--- config.mk ---
export PLATFORM = sky130hd
export DESIGN_NAME = fetch_pc_redirect_unit
export DESIGN_NICKNAME = d
export VERILOG_FILES = /design/src/rtl/fetch_pc_redirect_unit.sv
export SDC_FILE = /design/constraint.sdc
export NUM_CORES = 1
export LEC_CHECK = 0
export CORE_MARGIN = 2
export CORE_UTILIZATION = 50
export CTS_BUF_LIST = sky130_fd_sc_hd__clkbuf_16
export DETAILED_ROUTE_END_ITERATION = 8
export HOLD_SLACK_MARGIN = 0.05
export PLACE_DENSITY = 0.95
export SYNTH_ARGS = -nofsm -noshare
export SYNTH_HDL_FRONTEND = slang
export SYNTH_SLANG_ARGS = --single-unit
--- constraint.sdc ---
create_clock -name clk -period 7.1 [get_ports clk]
set_input_delay 1.42 -clock clk [delete_from_list [all_inputs] [get_ports clk]]
set_output_delay 1.42 -clock clk [all_outputs]
set_load 0.02 [all_outputs]
--- src/rtl/fetch_pc_redirect_unit.sv ---
// fetch_pc_redirect_unit
//   Owns the IF-stage program counter. Redirects fetch to branch, JAL or JALR
//   targets resolved in ID. Squashes the wrong-path fetch through Flush_ifid.
//   A target with bit 1 set sends fetch to TRAP_VECTOR instead.
// Ports:
//   clk, reset        clock, asynchronous active-high reset
//   Stall             hazard stall; holds PC and ignores redirect inputs
//   Branch_taken      conditional branch in ID resolved taken
//   Is_jal, Is_jalr   ID instruction is JAL / JALR
//   Branch_offset     sign-extended B/J offset
//   Jalr_imm          sign-extended I-type immediate for JALR
//   Jalr_base         forwarded rs1 value for JALR
//   PC_id             PC of the instruction in ID
//   PC_out            registered fetch address
//   PC_plus4          PC_out + 4 (combinational)
//   Flush_ifid        kill the IF/ID entry this edge (combinational)
//   Redirect_valid    one-cycle pulse after a taken redirect (registered)
//   Misaligned_fault  one-cycle pulse after a misaligned target (registered)
//   Redirect_count    saturating count of taken aligned redirects
module fetch_pc_redirect_unit #(
   parameter logic [31:0]  RESET_PC    = 32'h0000_0000,
   parameter logic [31:0]  TRAP_VECTOR = 32'h0000_0100,
   parameter int unsigned  CNT_W       = 16
) (
   input  logic             clk,
   input  logic             reset,
   input  logic             Stall,
   input  logic             Branch_taken,
   input  logic             Is_jal,
   input  logic             Is_jalr,
   input  logic [31:0]      Branch_offset,
   input  logic [31:0]      Jalr_imm,
   input  logic [31:0]      Jalr_base,
   input  logic [31:0]      PC_id,
   output logic [31:0]      PC_out,
   output logic [31:0]      PC_plus4,
   output logic             Flush_ifid,
   output logic             Redirect_valid,
   output logic             Misaligned_fault,
   output logic [CNT_W-1:0] Redirect_count
);

   typedef enum logic [1:0] {
      RUN    = 2'd0,
      BUBBLE = 2'd1,
      TRAP   = 2'd2
   } state_t;

   state_t           state, state_d;
   logic [31:0]      pc_d;
   logic             rv_d;
   logic             mf_d;
   logic [CNT_W-1:0] cnt_d;
   logic [31:0]      br_target;
   logic [31:0]      jalr_target;
   logic [31:0]      target;
   logic             req;

   // Target selection: JALR has priority; branch and JAL share one adder.
   always_comb begin
      br_target   = PC_id + Branch_offset;
      jalr_target = (Jalr_base + Jalr_imm) & ~32'h0000_0001;
      target      = Is_jalr ? jalr_target : br_target;
      req         = (Is_jalr | Is_jal | Branch_taken) & ~Stall & (state == RUN);
   end

   assign PC_plus4   = PC_out + 32'd4;
   assign Flush_ifid = req & ~reset;

   // Next-state, next-PC and pulse generation.
   always_comb begin
      state_d = state;
      pc_d    = PC_out;
      rv_d    = 1'b0;
      mf_d    = 1'b0;
      cnt_d   = Redirect_count;
      case (state)
         RUN: begin
            if (req) begin
               if (target[1]) begin
                  pc_d    = TRAP_VECTOR;
                  mf_d    = 1'b1;
                  state_d = TRAP;
               end else begin
                  pc_d    = target;
                  rv_d    = 1'b1;
                  state_d = BUBBLE;
                  if (Redirect_count != {CNT_W{1'b1}}) begin
                     cnt_d = Redirect_count + CNT_W'(1);
                  end
               end
            end else if (!Stall) begin
               pc_d = PC_plus4;
            end
         end
         BUBBLE, TRAP: begin
            // Redirect inputs refer to the squashed slot; state advances even under stall.
            if (!Stall) begin
               pc_d = PC_plus4;
            end
            state_d = RUN;
         end
         default: begin
            state_d = RUN;
         end
      endcase
   end

   // State and output registers.
   always_ff @(posedge clk or posedge reset) begin
      if (reset) begin
         state            <= RUN;
         PC_out           <= RESET_PC;
         Redirect_valid   <= 1'b0;
         Misaligned_fault <= 1'b0;
         Redirect_count   <= '0;
      end else begin
         state            <= state_d;
         PC_out           <= pc_d;
         Redirect_valid   <= rv_d;
         Misaligned_fault <= mf_d;
         Redirect_count   <= cnt_d;
      end
   end

endmodule

==> summary.txt, run 1 <==
Outcome
  • Outcome: finished, final reports clean

Worst setup path
  • Worst path slowest cell: clkdlybuf4s50_1
  • Worst-path fanout max: 41
  • Worst endpoint required time: 5.68 ns
  • Crit path DAT: 3.58 ns
  • R2r worst-path depth: 9
  • FF-to-FF End: PC_out[26]$_DFFE_PP0P_
  • CP top delay family: buffers and inverters
  • Critical Path Max Stage Delay: 0.60 ns
  • Crit path kind: in -> out
  • Startpoint types: primary input
  • Most used cell, CP: clkdlybuf4s50_1
  • Flop-to-flop setup slack: 4.19 ns
  • Crit-path cells: clkdlybuf4s50_1 > buf_4 > nor3_1 > or2_2 > nor2_1 > clkdlybuf4s50_1
  • R2r startpoint: state[0]$_DFFE_PP0P_
  • Worst Path Buf+Inv: 3
  • Critical path endpoint category: primary output

Drt
  • Drt pass-1 iters: 5
  • Initial drt markers: 719
  • Routed via count: 7321
  • Final antenna-violating net count: 0
  • WL per Instance: 17.6 um
  • Drt drc: 0
  • Via density: 6.12
  • Wirelength, routed: 21100 um

Synthesis
  • YS warnings: 0
  • Yosys reg bits: 51
  • Yosys top cell by area: dfrtp_1
  • Cells after Synth: 827
  • Sequential-to-total area share from yosys stat: 19.9%
  • Synth area leaders: dfrtp_1, ha_1, xnor2_1
  • EDFF count, synth: 0
  • Syn Area/Cell: 7.74 sq um
  • Synth cell types: 75
  • Async SR Flop Fraction: 100%
  • Share of the synthesized area in the top cell type: 19.9%
  • Cell area after synthesis: 6400 sq um
  • Dominant synthesized flop cell: dfrtp_1

Global routing
  • Grt total ovfl: 0
  • Vias in the first global route: 6944
  • Gr usage total: 30.4%
  • First-pass GRT wire length: 33500 um
  • Initial antenna violation count: 0
  • Largest net degree at the start of global routing: 52

Cells and area
  • Share of layout cells above drive strength 1: 2.73%
  • Layout area overhead: 37.9%
  • Fill cells: 961
  • Storage cell area: 1280 sq um
  • Nets: 1227
  • Most frequent cells in the layout: clkdlybuf4s50_1, nand2_1, a21oi_1, ha_1, nor2_1
  • Multi-input gate area: 4900 sq um
  • Antenna Cells: 0
  • Non-Filler Instances: 1197
  • Most common cell after layout, fill and taps aside: clkdlybuf4s50_1

Clocking
  • CTS Buf Count: 5
  • Post-cts resize count: 0
  • CTS Sinks: 51
  • Worst-path clk slew: 0.07 ns
  • CTS Buffer Depth: 2
  • CTS tree: yes
  • Post-CTS Hold Buffers: 0
  • Setup Buffers After CTS: 0
  • Worst-Skew Late Latency: 0.29 ns
  • Htree depth: 2
  • CTS root buffer: clkbuf_16

Timing
  • RSZ-0062 raised after global routing: false
  • Final setup fails: 0
  • Period utilisation layout: 70.4%
  • Slew headroom: 25.6%
  • Total negative setup slack: 0 ns
  • Slew Limit Fails: 0
  • Slew of the pin with the lowest slew margin: 1.11 ns
  • Clock Skew: 0.00733 ns
  • Fin crit period: 5.00 ns
  • Fmax: 200 MHz
  • Final number of hold-violating endpoints: 0
  • Final hold slack: 0.507 ns

Place
  • Gp weighted congestion: 0.983
  • DP HPWL: 17100 um
  • DP Cell Count: 1190
  • # port buffers: 214

Worst hold path
  • HP Class: reg -> reg
  • Hold path startpoint: Redirect_count[14]$_DFFE_PP0P_
  • Hold path endpoint: Redirect_count[14]$_DFFE_PP0P_
  • Hold-critical path depth: 1

Power and ir drop
  • Max rail drop VDD: 136 uV
  • Power Density: 253 nW/um^2
  • Static leakage: 3.68 nW
  • Total Power: 2.23 mW

Floorplan
  • # rows: 41
  • Die width: 117 um
  • Initial Util: 50.9%
  • Height of the chip: 117 um
  • Core ar.: 12600 sq um
  • Die area: 13700 sq um
  • I/O pin count: 217

Flow run
  • Max-cap violations: 0
[cell families (layout without fill, tap and decap cells)]
group / count (synthesis) / count (layout) / synth area share, %
AOI/OAI and AO/OA: 273 / 273 / 27.9
xor gates and xnor gates: 95 / 95 / 13.0
adders and majority gates: 68 / 68 / 13.5
buffers and inverters: 55 / 252 / 3.44
DFF: 51 / 51 / 19.9
muxes: 5 / 5 / 0.821
other: 1 / 2 / 0.0586
and+or+nand+nor: 279 / 279 / 21.3
[routing by layer]
metal / wire length [um] / vias up / global-route usage, %
li1: - / 3444 / -
met1: 8420 / 3365 / 39.1
met2: 10200 / 450 / 53.1
met3: 1780 / 62 / 3.76
met4: 660 / 0 / 9.80
met5: 0 / - / 0
[worst max path at each step]
stage,start,cells after the start,end
final,Is_jalr,6,Flush_ifid
after global routing,Is_jalr,6,Flush_ifid
after CTS,Is_jalr,6,Flush_ifid
after detailed placement,Is_jalr,6,Flush_ifid
after global placement,Is_jalr,6,Flush_ifid
after floorplan,PC_out[5]$_DFFE_PP0P_,9,PC_plus4[31]
[final cells by class]
cell class / instances / area share [%]
multi-input combinational: 722 / 55.6
timing repair buffer: 216 / 24.4
sequential: 51 / 14.5
tap: 172 / 2.44
clock buffer: 5 / 1.42
inverter: 29 / 1.23
clock inverter: 2 / 0.425
[power by group]
group	total (mW)	leakage, nW	switching [mW]	internal (mW)
logic	1.42	2.94	0.768	0.655
registers	0.537	0.667	0.152	0.385
clock network	0.273	0.0759	0.108	0.164
total	2.23	3.68	1.03	1.20
[through the flow]
stage | utilization, % | setup slack [ns] | instance area [sq um]
final | 70.2 | 2.10 | 8820
after global routing | 70.2 | 2.00 | 8820
after CTS | 70.2 | 2.11 | 8820
after detailed placement | 68.9 | 2.11 | 8660
after global placement | 68.9 | 2.18 | 8660
after floorplan | - | 3.40 | 6400
[synth_stat cells, types with 4 or more instances]
library cell / number
a211oi_1: 12
a21o_1: 19
a21oi_1: 72
a22oi_1: 8
a31oi_1: 13
and2_1: 5
and3_1: 12
clkbuf_1: 21
dfrtp_1: 51
ha_1: 66
inv_1: 29
nand2_1: 85
nand2b_1: 14
nand3_1: 27
nand4_1: 13
nor2_1: 64
nor2b_1: 7
nor3_1: 21
nor4_1: 7
nor4b_1: 5
o211ai_1: 10
o21a_1: 10
o21ai_0: 51
o21ai_1: 13
o21bai_1: 10
o22ai_1: 5
o31ai_1: 5
or3_1: 4
xnor2_1: 57
xor2_1: 38
[state kept, by name, summed over array words and instances (netlist names)]
| signal | count |
|---|---|
| state | 2 |
| Redirect_count | 16 |
| Misaligned_fault | 1 |
| Redirect_valid | 1 |
| PC_out | 31 |
No activity file was read; power rests on OpenSTA's default activity.
==> run 2, diff against run 1 <==
CORE_UTILIZATION = 43   (was 50)
PLACE_DENSITY = 0.89   (was 0.95)
clock period = 4 ns   (was 7.1 ns; I/O delays follow)
==> run 2 against run 1 <==
Register-to-register slack worse by 2.9 ns. Final cell count is 2.1% higher. Total power is 79% higher. Non-clock buffer count is 13 higher. Sequential power is 77% higher. Hold slack worse by 0.0029 ns. Count of clock-buffer cells in the layout stayed put. First-iteration DRC count is 21% lower. Sequential share of layout area is 0.18 points lower. Critical endpoint is now PC_plus4[26]. Final area is 1.2% higher. Clock power is 75% higher. Via count is 0.90% lower.
==> summary.txt, run 2 (same netlist as run 1, synthesis figures left out) <==
Floorplan
  • Die area: 15900 sq um
  • I/O pin count: 217
  • Die width: 126 um
  • Initial Util: 44.0%
  • Height of the chip: 126 um
  • # rows: 44
  • Core ar.: 14500 sq um

Timing
  • Slew headroom: 29.6%
  • Slew of the pin with the lowest slew margin: 1.05 ns
  • Final number of hold-violating endpoints: 0
  • Fin crit period: 3.84 ns
  • RSZ-0062 raised after global routing: false
  • Period utilisation layout: 95.9%
  • Final setup fails: 0
  • Final hold slack: 0.504 ns
  • Slew Limit Fails: 0
  • Clock Skew: 0.00513 ns
  • Total negative setup slack: 0 ns
  • PnR worst setup slack: 0.165 ns
  • Fmax: 261 MHz

Flow run
  • Max-cap violations: 0

Clocking
  • Htree depth: 2
  • CTS tree: yes
  • Post-CTS Hold Buffers: 0
  • Setup Buffers After CTS: 0
  • CTS Buf Count: 5
  • Worst-path clk slew: 0.07 ns
  • CTS Buffer Depth: 2
  • Worst-Skew Late Latency: 0.29 ns
  • CTS Sinks: 51
  • CTS root buffer: clkbuf_16
  • Post-cts resize count: 0

Global routing
  • Initial antenna violation count: 0
  • Vias in the first global route: 6939
  • First-pass GRT wire length: 34200 um
  • Gr usage total: 25.9%
  • Largest net degree at the start of global routing: 52
  • Grt total ovfl: 0

Cells and area
  • Antenna Cells: 0
  • Share of layout cells above drive strength 1: 3.85%
  • Fill cells: 1277
  • Largest Register: PC_out
  • Multi-input gate area: 4900 sq um
  • Nets: 1240
  • Most frequent cells in the layout: clkdlybuf4s50_1, nand2_1, a21oi_1, ha_1, nor2_1
  • Layout area overhead: 39.6%
  • Leading registers by flop count: PC_out (31), Redirect_count (16), state (2)
  • Storage cell area: 1280 sq um
  • Max reg flops: 31
  • Most common cell after layout, fill and taps aside: clkdlybuf4s50_1

Power and ir drop
  • Switch share: 45.8%
  • Reg power frac: 23.9%
  • Int Power: 2.16 mW
  • Net Sw Power: 1.83 mW
  • Static leakage: 3.75 nW
  • Max rail drop VDD: 247 uV
  • Clock power share: 12.0%
  • Power Density: 447 nW/um^2
  • Share of total power in combinational logic: 64.2%

Place
  • DP HPWL: 17400 um
  • # port buffers: 214
  • Pre-CTS WS: 0.232 ns
  • Gp weighted congestion: 0.951

Drt
  • Drt pass-1 iters: 5
  • Routed via count: 7255
  • Met3 wire length: 1650 um
  • Initial drt markers: 571
  • Drt drc: 0
  • Via density: 5.94
  • Final antenna-violating net count: 0
  • WL met2: 9690 um
  • WL met1: 9080 um
  • Top sig layer: met4
  • Wirelength, routed: 21000 um
  • WL per Instance: 17.2 um

Worst setup path
  • Critical Path Max Stage Delay: 0.62 ns
  • Worst-path fanout max: 8
  • Critical path endpoint category: primary output
  • Crit path DAT: 3.04 ns
  • Worst endpoint required time: 3.20 ns
  • Crit path kind: reg -> out
  • Flop-to-flop setup slack: 1.30 ns
  • Startpoint types: flip-flop
  • Worst path slowest cell: clkdlybuf4s50_1
  • Crit-path cells: nand3_1 > or2_1 > nor4_4 > nand2_1 > nor2_1 > xor2_1 > clkdlybuf4s50_1

Outcome
  • Outcome: finished, final reports clean

Worst hold path
  • HP Class: reg -> reg
run 2: changes by cell type in the layout (fill, tap and decap cells not counted), sizes merged:
cell      previous run  this run
clkinvlp             1         0
inv                 29        30
buf                  2        15
run 2: path summary, 6_finish.rpt:
check / cells past startpoint / end / from
setup / recovery: 7 / PC_plus4[26] / PC_out[9]$_DFFE_PP0P_
hold / removal: 1 / Redirect_count[15]$_DFFE_PP0P_ / Redirect_count[15]$_DFFE_PP0P_
setup reg to reg: 9 / PC_out[22]$_DFFE_PP0P_ / state[0]$_DFFE_PP0P_
hold reg to reg: 1 / Redirect_count[15]$_DFFE_PP0P_ / Redirect_count[15]$_DFFE_PP0P_
max in group asynchronous: 2 / PC_out[6]$_DFFE_PP0P_ / reset
min in group asynchronous: 2 / Redirect_count[3]$_DFFE_PP0P_ / reset
run 2: power by group through the flow:
stage          Combinational [mW]  Sequential (mW)  Clock (mW)
3_5_place_dp                 2.53            0.953           0
3_3_place_gp                 2.50            0.940           0
4_1_cts                      2.55            0.944       0.475
5_1_grt                      2.73            0.983       0.498
2_1_floorplan                1.24             1.09           0
6_report                     2.56            0.953       0.477
run 2: layout make-up:
cell class | count | share of cell area, %
clock buffers | 5 | 1.40
clock inverters | 2 | 0.378
inverters | 29 | 1.22
multi-input cells | 722 | 54.9
flip-flops and latches | 51 | 14.3
well taps | 184 | 2.58
repair buffers | 229 | 25.2
run 2: layer usage:
metal	track usage, %	up-vias
li1	-	3472
met1	34.7	3377
met2	43.8	367
met3	3.23	39
met4	7.43	0
met5	0	-
run 2: stage by stage:
step	utilization, %	power (mW)	std cells	area, sq um
4_1_cts	61.5	3.97	1222	8930
5_1_grt	61.5	4.21	1222	8930
6_report	61.5	3.99	1222	8930
3_5_place_dp	60.4	3.48	1215	8770
2_1_floorplan	-	2.32	828	6400
3_3_place_gp	60.4	3.44	1215	8770
run 2: critical path, delay by kind of cell (launching register included):
| family | cells | cell delay, ns |
|---|---|---|
| AND/OR/NAND/NOR | 5 | 1.45 |
| buffers and inverters | 1 | 0.62 |
| flip-flops | 1 | 0.49 |
| XOR/XNOR | 1 | 0.18 |
